`config.mk`:
```
export PLATFORM = sky130hd
export DESIGN_NAME = aibcr3_dll_lock_qual_flat
export DESIGN_NICKNAME = d
export VERILOG_FILES = /design/src/rtl/aibcr3_dll_lock_qual_if.sv /design/src/rtl/aibcr3_dll_lock_qual.sv /design/src/flat_wrapper.sv
export SDC_FILE = /design/constraint.sdc
export NUM_CORES = 1
export LEC_CHECK = 0
export CAP_MARGIN = 20
export CELL_PAD_IN_SITES_DETAIL_PLACEMENT = 2
export CELL_PAD_IN_SITES_GLOBAL_PLACEMENT = 2
export CORE_UTILIZATION = 36
export DETAILED_ROUTE_END_ITERATION = 6
export GPL_TIMING_DRIVEN = 0
export PLACE_DENSITY_LB_ADDON = 0.1
export SETUP_SLACK_MARGIN = 0.4
export SLEW_MARGIN = 10
export SYNTH_ARGS = -nofsm -noshare
export SYNTH_HDL_FRONTEND = slang
export SYNTH_SLANG_ARGS = --single-unit
```
`constraint.sdc`:
```
create_clock -name clk_dcd -period 3.52 [get_ports clk_dcd]
set_clock_uncertainty 0.05 [all_clocks]
set_input_delay 0.704 -clock clk_dcd [delete_from_list [all_inputs] [get_ports clk_dcd]]
set_output_delay 0.704 -clock clk_dcd [all_outputs]
set_load 0.05 [all_outputs]
```
`src/rtl/aibcr3_dll_lock_qual_if.sv`:
```
// Bundle of the DLL lock qualifier's data/control signals.
//   master : the block's environment (drives raw lock, enables, trims, clr_lost;
//            observes dll_lock_reg, ch_done, dcc_done, lock_lost)
//   slave  : the lock qualifier itself
interface aibcr3_dll_lock_qual_if #(
    parameter int NUM_CH = 4,
    parameter int CNT_W  = 8,
    parameter int FLT_W  = 4
);
    logic [NUM_CH-1:0] dll_lock_mux;
    logic [NUM_CH-1:0] ch_en;
    logic [CNT_W-1:0]  rb_lock_dly;
    logic [FLT_W-1:0]  rb_unlock_flt;
    logic              rb_cont_cal;
    logic              clr_lost;
    logic [NUM_CH-1:0] dll_lock_reg;
    logic [NUM_CH-1:0] ch_done;
    logic              dcc_done;
    logic [NUM_CH-1:0] lock_lost;

    modport master (
        output dll_lock_mux, ch_en, rb_lock_dly, rb_unlock_flt, rb_cont_cal, clr_lost,
        input  dll_lock_reg, ch_done, dcc_done, lock_lost
    );

    modport slave (
        input  dll_lock_mux, ch_en, rb_lock_dly, rb_unlock_flt, rb_cont_cal, clr_lost,
        output dll_lock_reg, ch_done, dcc_done, lock_lost
    );
endinterface

```
`src/rtl/aibcr3_dll_lock_qual.sv`:
```
// Multi-channel DLL lock qualifier.
// Each channel synchronises its raw DLL lock into clk_dcd, requires the lock to
// stay high for max(rb_lock_dly,1) sampled cycles before reporting ch_done, and
// tolerates lock drop-outs shorter than rb_unlock_flt+1 sampled cycles. A real
// loss sets a sticky lock_lost bit. dcc_done aggregates all enabled channels.
// Ports:
//   clk_dcd : DCD clock, all state on the rising edge
//   RST     : synchronous active-high reset
//   bus     : slave side of aibcr3_dll_lock_qual_if (lock inputs, trims, status)
module aibcr3_dll_lock_qual #(
    parameter int NUM_CH      = 4,
    parameter int SYNC_STAGES = 2,
    parameter int CNT_W       = 8,
    parameter int FLT_W       = 4
) (
    input  logic                   clk_dcd,
    input  logic                   RST,
    aibcr3_dll_lock_qual_if.slave  bus
);

    typedef enum logic [1:0] {
        ST_IDLE   = 2'd0,
        ST_QUAL   = 2'd1,
        ST_LOCKED = 2'd2,
        ST_FILT   = 2'd3
    } state_e;

    logic [SYNC_STAGES-1:0] sync_q [NUM_CH];
    logic [NUM_CH-1:0]      lk_s;

    state_e                 state_q [NUM_CH];
    state_e                 state_d [NUM_CH];
    logic [CNT_W-1:0]       cnt_q   [NUM_CH];
    logic [CNT_W-1:0]       cnt_d   [NUM_CH];
    logic [FLT_W-1:0]       fcnt_q  [NUM_CH];
    logic [FLT_W-1:0]       fcnt_d  [NUM_CH];

    logic [CNT_W-1:0]       thr_s;
    logic [NUM_CH-1:0]      done_s;
    logic [NUM_CH-1:0]      lost_set_s;

    logic [NUM_CH-1:0]      ch_done_q;
    logic [NUM_CH-1:0]      lock_lost_q;
    logic [NUM_CH-1:0]      lock_lost_d;
    logic [NUM_CH-1:0]      dll_lock_reg_q;
    logic                   dcc_done_q;

    // Synchronised lock is the last stage of each channel's flop chain.
    always_comb begin
        lk_s = {NUM_CH{1'b0}};
        for (int i = 0; i < NUM_CH; i++) begin
            lk_s[i] = sync_q[i][SYNC_STAGES-1];
        end
    end

    // A programmed threshold of zero behaves like one.
    always_comb begin
        if (bus.rb_lock_dly == {CNT_W{1'b0}}) begin
            thr_s = CNT_W'(1);
        end else begin
            thr_s = bus.rb_lock_dly;
        end
    end

    // Per-channel qualification / glitch-filter next-state logic.
    always_comb begin
        logic [CNT_W:0] cnt_inc;
        cnt_inc    = {(CNT_W+1){1'b0}};
        lost_set_s = {NUM_CH{1'b0}};
        for (int i = 0; i < NUM_CH; i++) begin
            state_d[i] = state_q[i];
            cnt_d[i]   = cnt_q[i];
            fcnt_d[i]  = fcnt_q[i];
            // One bit wider so the compare cannot wrap at the top of the range.
            cnt_inc    = {1'b0, cnt_q[i]} + {{CNT_W{1'b0}}, 1'b1};
            if (!bus.ch_en[i]) begin
                state_d[i] = ST_IDLE;
                cnt_d[i]   = {CNT_W{1'b0}};
                fcnt_d[i]  = {FLT_W{1'b0}};
            end else begin
                case (state_q[i])
                    ST_IDLE: begin
                        if (lk_s[i]) begin
                            cnt_d[i] = CNT_W'(1);
                            if (thr_s == CNT_W'(1)) begin
                                state_d[i] = ST_LOCKED;
                            end else begin
                                state_d[i] = ST_QUAL;
                            end
                        end else begin
                            cnt_d[i] = {CNT_W{1'b0}};
                        end
                    end
                    ST_QUAL: begin
                        if (lk_s[i]) begin
                            cnt_d[i] = cnt_inc[CNT_W-1:0];
                            if (cnt_inc >= {1'b0, thr_s}) begin
                                state_d[i] = ST_LOCKED;
                            end else begin
                                state_d[i] = ST_QUAL;
                            end
                        end else begin
                            state_d[i] = ST_IDLE;
                            cnt_d[i]   = {CNT_W{1'b0}};
                        end
                    end
                    ST_LOCKED: begin
                        if (lk_s[i]) begin
                            state_d[i] = ST_LOCKED;
                        end else if (bus.rb_unlock_flt != {FLT_W{1'b0}}) begin
                            state_d[i] = ST_FILT;
                            fcnt_d[i]  = FLT_W'(1);
                        end else begin
                            state_d[i]    = ST_IDLE;
                            cnt_d[i]      = {CNT_W{1'b0}};
                            lost_set_s[i] = 1'b1;
                        end
                    end
                    ST_FILT: begin
                        if (lk_s[i]) begin
                            state_d[i] = ST_LOCKED;
                            fcnt_d[i]  = {FLT_W{1'b0}};
                        end else if (fcnt_q[i] >= bus.rb_unlock_flt) begin
                            state_d[i]    = ST_IDLE;
                            cnt_d[i]      = {CNT_W{1'b0}};
                            fcnt_d[i]     = {FLT_W{1'b0}};
                            lost_set_s[i] = 1'b1;
                        end else begin
                            fcnt_d[i] = fcnt_q[i] + FLT_W'(1);
                        end
                    end
                    default: begin
                        state_d[i] = ST_IDLE;
                        cnt_d[i]   = {CNT_W{1'b0}};
                        fcnt_d[i]  = {FLT_W{1'b0}};
                    end
                endcase
            end
        end
    end

    // ch_done decode of the next state; the filter state still counts as done.
    always_comb begin
        done_s = {NUM_CH{1'b0}};
        for (int i = 0; i < NUM_CH; i++) begin
            done_s[i] = (state_d[i] == ST_LOCKED) || (state_d[i] == ST_FILT);
        end
    end

    // Sticky loss flag: a new loss wins over a same-edge clear; disabled channels hold.
    always_comb begin
        lock_lost_d = lock_lost_q;
        for (int i = 0; i < NUM_CH; i++) begin
            if (!bus.ch_en[i]) begin
                lock_lost_d[i] = lock_lost_q[i];
            end else if (lost_set_s[i]) begin
                lock_lost_d[i] = 1'b1;
            end else if (bus.clr_lost) begin
                lock_lost_d[i] = 1'b0;
            end else begin
                lock_lost_d[i] = lock_lost_q[i];
            end
        end
    end

    // Lock synchroniser chains.
    always_ff @(posedge clk_dcd) begin
        for (int i = 0; i < NUM_CH; i++) begin
            if (RST) begin
                sync_q[i] <= {SYNC_STAGES{1'b0}};
            end else begin
                sync_q[i] <= {sync_q[i][SYNC_STAGES-2:0], bus.dll_lock_mux[i]};
            end
        end
    end

    // Per-channel FSM state and counters.
    always_ff @(posedge clk_dcd) begin
        for (int i = 0; i < NUM_CH; i++) begin
            if (RST) begin
                state_q[i] <= ST_IDLE;
                cnt_q[i]   <= {CNT_W{1'b0}};
                fcnt_q[i]  <= {FLT_W{1'b0}};
            end else begin
                state_q[i] <= state_d[i];
                cnt_q[i]   <= cnt_d[i];
                fcnt_q[i]  <= fcnt_d[i];
            end
        end
    end

    // Registered status outputs.
    always_ff @(posedge clk_dcd) begin
        if (RST) begin
            ch_done_q      <= {NUM_CH{1'b0}};
            lock_lost_q    <= {NUM_CH{1'b0}};
            dll_lock_reg_q <= {NUM_CH{1'b0}};
            dcc_done_q     <= 1'b0;
        end else begin
            ch_done_q      <= done_s;
            lock_lost_q    <= lock_lost_d;
            dll_lock_reg_q <= lk_s & ~{NUM_CH{bus.rb_cont_cal}};
            // Uses the registered ch_done, so dcc_done trails it by one edge.
            dcc_done_q     <= (|bus.ch_en) & (&(ch_done_q | ~bus.ch_en));
        end
    end

    assign bus.ch_done      = ch_done_q;
    assign bus.lock_lost    = lock_lost_q;
    assign bus.dll_lock_reg = dll_lock_reg_q;
    assign bus.dcc_done     = dcc_done_q;

endmodule

```
`src/flat_wrapper.sv`:
```
// flat-port wrapper written by rule: the top's interface ports become plain ports
module aibcr3_dll_lock_qual_flat 
#(
    parameter int NUM_CH      = 4,
    parameter int SYNC_STAGES = 2,
    parameter int CNT_W       = 8,
    parameter int FLT_W       = 4
)
  (clk_dcd, RST, bus_dll_lock_mux, bus_ch_en, bus_rb_lock_dly, bus_rb_unlock_flt, bus_rb_cont_cal, bus_clr_lost, bus_dll_lock_reg, bus_ch_done, bus_dcc_done, bus_lock_lost);
  aibcr3_dll_lock_qual_if #(.NUM_CH(NUM_CH), .CNT_W(CNT_W), .FLT_W(FLT_W)) bus_i ();
  input  logic clk_dcd;
  input  logic RST;
  input wire logic [$bits(bus_i.dll_lock_mux)-1:0] bus_dll_lock_mux;
  input wire logic [$bits(bus_i.ch_en)-1:0] bus_ch_en;
  input wire logic [$bits(bus_i.rb_lock_dly)-1:0] bus_rb_lock_dly;
  input wire logic [$bits(bus_i.rb_unlock_flt)-1:0] bus_rb_unlock_flt;
  input wire logic [$bits(bus_i.rb_cont_cal)-1:0] bus_rb_cont_cal;
  input wire logic [$bits(bus_i.clr_lost)-1:0] bus_clr_lost;
  output wire logic [$bits(bus_i.dll_lock_reg)-1:0] bus_dll_lock_reg;
  output wire logic [$bits(bus_i.ch_done)-1:0] bus_ch_done;
  output wire logic [$bits(bus_i.dcc_done)-1:0] bus_dcc_done;
  output wire logic [$bits(bus_i.lock_lost)-1:0] bus_lock_lost;
  assign bus_i.dll_lock_mux = bus_dll_lock_mux;
  assign bus_i.ch_en = bus_ch_en;
  assign bus_i.rb_lock_dly = bus_rb_lock_dly;
  assign bus_i.rb_unlock_flt = bus_rb_unlock_flt;
  assign bus_i.rb_cont_cal = bus_rb_cont_cal;
  assign bus_i.clr_lost = bus_clr_lost;
  assign bus_dll_lock_reg = bus_i.dll_lock_reg;
  assign bus_ch_done = bus_i.ch_done;
  assign bus_dcc_done = bus_i.dcc_done;
  assign bus_lock_lost = bus_i.lock_lost;
  aibcr3_dll_lock_qual #(.NUM_CH(NUM_CH), .SYNC_STAGES(SYNC_STAGES), .CNT_W(CNT_W), .FLT_W(FLT_W)) u_core (.clk_dcd(clk_dcd), .RST(RST), .bus(bus_i));
endmodule
```
==> results.yml, run 1 <==
timing:
  setup_viol: 0
  drv_slew: 0
  slew_headroom: 0.508
  fin_crit_sh: 0.857
  rsz0062_at_grt: "false"
  hold_viol: 0
  worst_pin_slew_ns: 0.733
  tns_ns: 0
  finalWorstPathRequiredPeriod_ns: 3.01
  fmax_mhz: 332
setup_path:
  critical_path_buf_inv_count: 1
  slowest_delay_ns: 0.47
  worst-endpoint-arrival_ns: 3.22
  reg2reg_depth: 10
  path_class: "in2reg"
  required_ns: 3.73
  crit_fanout: 6
  cp_top_family: "simple AND/OR/NAND/NOR gates"
  worst_setup_path_end_kind: "flip-flop"
  critical_path_cell_count: 10
  path_cells: "clkdlybuf4s50_1 > nor4_4 > nand2_4 > nand2b_2 > ha_1 > nand2b_1 > a21o_1 > a211oi_2 > o21ai_0 > a211oi_1"
  slowest_stage: "clkdlybuf4s50_1"
  cp-start-kind: "input pin"
run:
  drv_cap: 0
die:
  initial_core_util: 0.376
  die_y_um: 121
  rows: 42
  die_w_um: 121
  core_mm2: 0.0135
  die-area_mm2: 0.0145
  ios: 37
global_route:
  grt_use_total: 0.255
  grt_max_degree: 13
  overflow: 0
  grt_pass1_wl_um: 28300
  grt_pass1_vias: 5327
  antenna_found_initial: 0
clock_network:
  clk_pin_slew_worst_paths_ns: 0.06
  cts_root_buffer: "clkbuf_16"
  clock_path_buffers: 2
  cts_tree: "built"
  numCtsBuffers: 9
  clock-sinks: 77
  h-tree-depth: 3
  clk_latency_ns: 0.35
  ctsHoldBuffers: 0
pwr:
  irDropWorstVdd_uv: 198
  power_mw: 2.12
  p_leak_nw: 2.44
  p_per_area_mw_per_mm2: 351
route:
  drt_pass1_iterations: 4
  vias: 4860
  viasPerCell: 5.76
  drt_iter0_markers: 127
  drt_wl_total_um: 17600
  antenna_left: 0
  wl_per_cell_um: 20.9
  drc: 0
synth:
  async_reset_ff_frac: 0
  syn_area_per_cell_um2: 8.23
  synth_commonest_cells: "77 x dfxtp_1, 58 x nand2_1, 56 x ha_1, 51 x nor2_1, 38 x a21oi_1"
  synth_top_area_share: 0.305
  synth_area_mm2: 0.00506
  synthMostInstantiatedCell: "dfxtp_1"
  synth_cell_types: 66
  synthCells: 614
  synth_seq_cells: 77
  ys_top_cells_by_area: "dfxtp_1 30%, ha_1 14%, nand2_1 4.3%, nor2_1 3.8%, a21oi_1 3.8%"
  syn_nets: 694
  ys_warn_count: 0
  yosysSeqAreaShare: 0.305
  synth_edf_count: 0
  synthFlopType: "dfxtp_1"
  synth.largest_area_cell: "dfxtp_1"
cells_and_area:
  max_flop_register: "u_core.cnt_q"
  drive_gt1_frac: 0.0704
  antenna_cells: 0
  largest_reg_flops: 32
  reg_top3: "u_core.cnt_q: 32 flops, u_core.fcnt_q: 16 flops"
  area_growth_pct: 19.5
  nets: 743
  nFillCells: 1527
  utilization: 0.449
place:
  hpwl_um: 13400
  gp_routability_congestion: 0.788
  numPortBuffers: 36
worst_hold_path:
  hold_path_depth: 1
  hold_path.class: "reg2reg"
run_status:
  outcome: "finished clean"
power breakdown:
group | leakage (nW) | switching, mW | internal [mW]
clock network | 0.163 | 0.393 | 0.658
logic | 1.65 | 0.115 | 0.0687
registers | 0.622 | 0.00587 | 0.878
cell usage in the layout, fill, tap and decap left out, types with 3 or more instances in the layout:
master           instances
and2_1                   5
xnor2_1                 11
nor2_1                  51
nand3_1                 27
clkbuf_1                13
and3_1                   8
xor2_1                  13
nand2_1                 57
a22o_1                   3
o22ai_1                  5
a211oi_1                14
o2bb2ai_1                6
nor3_1                  16
a311oi_1                 5
o21a_1                  10
clkbuf_16                9
ha_1                    56
buf_2                    6
a21oi_1                 38
o21ai_1                  6
o31ai_1                  4
a22oi_1                  7
nand2b_1                16
clkdlybuf4s50_1         36
a31oi_1                 15
a21o_1                  10
nor2b_1                 20
nand3b_1                 3
or2_2                    3
dfxtp_1                 77
o211ai_1                 3
o21ai_0                 27
inv_1                   29
kinds of logic (layout without fill, tap and decap cells):
kind of cell,after synthesis,in the layout,share of synthesized area
buffers and inverters,49,103,0.0393
AND/OR/NAND/NOR,218,218,0.209
XOR/XNOR,24,24,0.0416
multiplexers,1,1,0.00198
AO/OA/AOI/OAI,189,189,0.265
flip-flops,77,77,0.305
adder cells (fa/ha/maj),56,56,0.139
worst register-to-register path, delay by kind of cell, from the launching register on:
family | cells | cell delay (ns)
AO/OA/AOI/OAI | 5 | 1.00
XOR/XNOR | 1 | 0.19
adder cells (fa/ha/maj) | 2 | 0.53
flip-flops | 1 | 0.44
AND/OR/NAND/NOR | 2 | 0.53
final cells by class:
class	instances	area (um2)	share of cell area
Clock inverter	4	70.1	0.0116
Multi-Input combinational cell	488	3380	0.560
Tap cell	176	220	0.0364
Clock buffer	12	256	0.0424
Inverter	29	109	0.0180
Timing Repair Buffer	38	375	0.0621
Sequential cell	77	1540	0.255
Buffer	20	90.1	0.0149
repair_timing:
action,CTS,global route
cloned,0,0
resized for setup,6,6
endpoints found under the hold margin,0,0
setup endpoints to repair,12,7
pin swaps,1,1
setup buffers,1,1
path summary, 6_finish.rpt:
check	to	start	slack, ns
worst min-delay path	u_core.sync_q[1][1]	u_core.sync_q[1][0]	0.39
worst max register to register	u_core.bus.ch_done[3]	u_core.cnt_q[3][0]	0.66
worst max-delay path	u_core.state_q[0][0]	bus_rb_lock_dly[5]	0.51
worst min register to register	u_core.sync_q[1][1]	u_core.sync_q[1][0]	0.39
metal layers:
layer | vias up | GRT usage | wire length [um]
met4 | 0 | 0.0980 | 445
met5 | - | 0 | 0
li1 | 2350 | - | -
met1 | 2423 | 0.303 | 7620
met2 | 56 | 0.466 | 9120
met3 | 31 | 0.0297 | 415
through the flow:
step                cell area [um2]  hold WS (ns)  instances  setup slack (ns)
finish                         6040         0.392        844             0.505
CTS                            6000         0.400        843             0.445
floorplan                      5060         0.364        614             0.861
global placement               5640         0.367        826            -0.661
global route                   6040         0.418        844             0.389
detailed placement             5640         0.383        826            -0.683
No activity file was read; power rests on OpenSTA's default activity.
==> inputs of run 2 (changes only) <==
==> constraint.sdc (replaced) <==
create_clock -name clk_dcd -period 3.4 [get_ports clk_dcd]
set_clock_uncertainty 0.05 [all_clocks]
set_input_delay 0.85 -clock clk_dcd [delete_from_list [all_inputs] [get_ports clk_dcd]]
set_output_delay 0.85 -clock clk_dcd [all_outputs]
set_load 0.05 [all_outputs]
==> run 2 against run 1 <==
  * Clock-buffer cell count unchanged
  * Final cell count grew 0.95%
  * Critical path depth stayed put
  * Register-to-register slack worse by 0.02 ns
  * Power is 3.7% higher
  * Design area grew 2.6%
  * Critical endpoint unchanged
  * Largest cell class unchanged
  * Highest routed layer unchanged
==> results.yml, run 2 (synthesis results as in run 1) <==
run_status:
  outcome: "finished clean"
clock_network:
  cts_root_buffer: "clkbuf_16"
  numCtsBuffers: 9
  ctsHoldBuffers: 0
  clk_pin_slew_worst_paths_ns: 0.06
  clock-sinks: 77
  clk_latency_ns: 0.35
  cts_tree: "built"
  h-tree-depth: 3
  clock_path_buffers: 2
timing:
  fin_crit_sh: 0.875
  slew_headroom: 0.490
  hold_viol: 0
  holdWs_ns: 0.392
  fmax_mhz: 336
  worst_pin_slew_ns: 0.760
  finalWorstPathRequiredPeriod_ns: 2.98
  rsz0062_at_grt: "true"
  drv_slew: 0
  setup_viol: 0
  tns_ns: 0
  setup_slack_ns: 0.424
global_route:
  overflow: 0
  antenna_found_initial: 0
  grt_pass1_wl_um: 28800
  grt_max_degree: 13
  grt_pass1_vias: 5432
  grt_use_total: 0.260
setup_path:
  path_class: "in2reg"
  cp-start-kind: "input pin"
  crit_fanout: 4
  worst-endpoint-arrival_ns: 3.18
  required_ns: 3.61
  worst_setup_path_end_kind: "flip-flop"
route:
  dr.max_layer_used: "met4"
  drt_iter0_markers: 172
  wl_met2_um: 9670
  wl_per_cell_um: 21.5
  drt_pass1_iterations: 4
  drc: 0
  wirelength_met1_um: 7830
  viasPerCell: 5.79
  vias: 4932
  wl_met3_um: 392
  antenna_left: 0
  drt_wl_total_um: 18300
pwr:
  irDropWorstVdd_uv: 207
  p_per_area_mw_per_mm2: 354
  p_leak_nw: 2.51
  power_mw: 2.20
cells_and_area:
  nFillCells: 1508
  largest_reg_flops: 32
  nets: 751
  antenna_cells: 0
  layout_common_cells: "77 x dfxtp_1, 57 x nand2_1, 56 x ha_1"
  max_flop_register: "u_core.cnt_q"
  reg_top3: "u_core.cnt_q: 32 flops, u_core.fcnt_q: 16 flops"
  drive_gt1_frac: 0.0947
  design_area_mm2: 0.00620
  area_growth_pct: 22.6
  mostFrequentLayoutCell: "dfxtp_1"
die:
  die_y_um: 121
  die_w_um: 121
  ios: 37
  rows: 42
  initial_core_util: 0.376
  die-area_mm2: 0.0145
  core_mm2: 0.0135
run:
  drv_cap: 0
place:
  place_area_mm2: 0.00564
  hpwl_um: 13400
  pre_cts_ws_ns: -0.949
  numPortBuffers: 36
  gp_routability_congestion: 0.788
worst_hold_path:
  hold_path.class: "reg2reg"
-- run 2: stage by stage --
step            util  std cells
3_5_place_dp   0.419        826
5_1_grt        0.461        852
2_1_floorplan      -        614
4_1_cts        0.451        845
6_report       0.461        852
3_3_place_gp   0.419        826
-- run 2: what timing repair did --
item / 4_1_cts / 5_1_grt
setup buffers: 3 / 7
endpoints found under the setup margin: 28 / 37
resized for setup: 15 / 14
pin swaps: 3 / 7
-- run 2: cell type report --
class                           count  area (um2)  share of cell area
Inverter                           29         109              0.0176
Tap cell                          176         220              0.0355
Clock inverter                      4        70.1              0.0113
Clock buffer                       12         256              0.0414
Sequential cell                    77        1540               0.249
Buffer                             20        90.1              0.0145
Timing Repair Buffer               46         437              0.0704
Multi-Input combinational cell    488        3480               0.561
-- run 2: where the power goes --
part / switching [mW] / internal (mW) / leakage (nW) / total [mW]
Clock: 0.403 / 0.681 / 0.163 / 1.08
Combinational: 0.125 / 0.0730 / 1.72 / 0.198
Sequential: 0.00624 / 0.909 / 0.622 / 0.916
-- run 2: worst max-delay path, stage by stage --
cell,delay (ns)
clkdlybuf4s50_1,0.46
nor4_4,0.38
nand2_4,0.09
nand2b_4,0.13
ha_1,0.24
nand2b_1,0.15
a21o_1,0.19
a211oi_2,0.28
o21ai_0,0.16
a211oi_1,0.24
-- run 2: worst paths after layout --
| check | slack [ns] | startpoint | endpoint | depth (start not counted) |
|---|---|---|---|---|
| worst max register to register | 0.64 | u_core.cnt_q[0][0] | u_core.state_q[0][0] | 10 |
| worst min-delay path | 0.39 | u_core.sync_q[1][0] | u_core.sync_q[1][1] | 1 |
| worst min register to register | 0.39 | u_core.sync_q[1][0] | u_core.sync_q[1][1] | 1 |
| worst max-delay path | 0.42 | bus_rb_lock_dly[5] | u_core.state_q[0][0] | 10 |
-- run 2: metal layers --
metal / vias up / track usage
met3: 28 / 0.0307
li1: 2366 / -
met5: - / 0
met4: 0 / 0.113
met2: 60 / 0.472
met1: 2478 / 0.306
==> inputs of run 3 (changes only) <==
CTS_CLUSTER_DIAMETER = 120   (was default)
==> results of run 3 <==
Same layout as run 2: the final DEF is identical, and so are final timing and power.
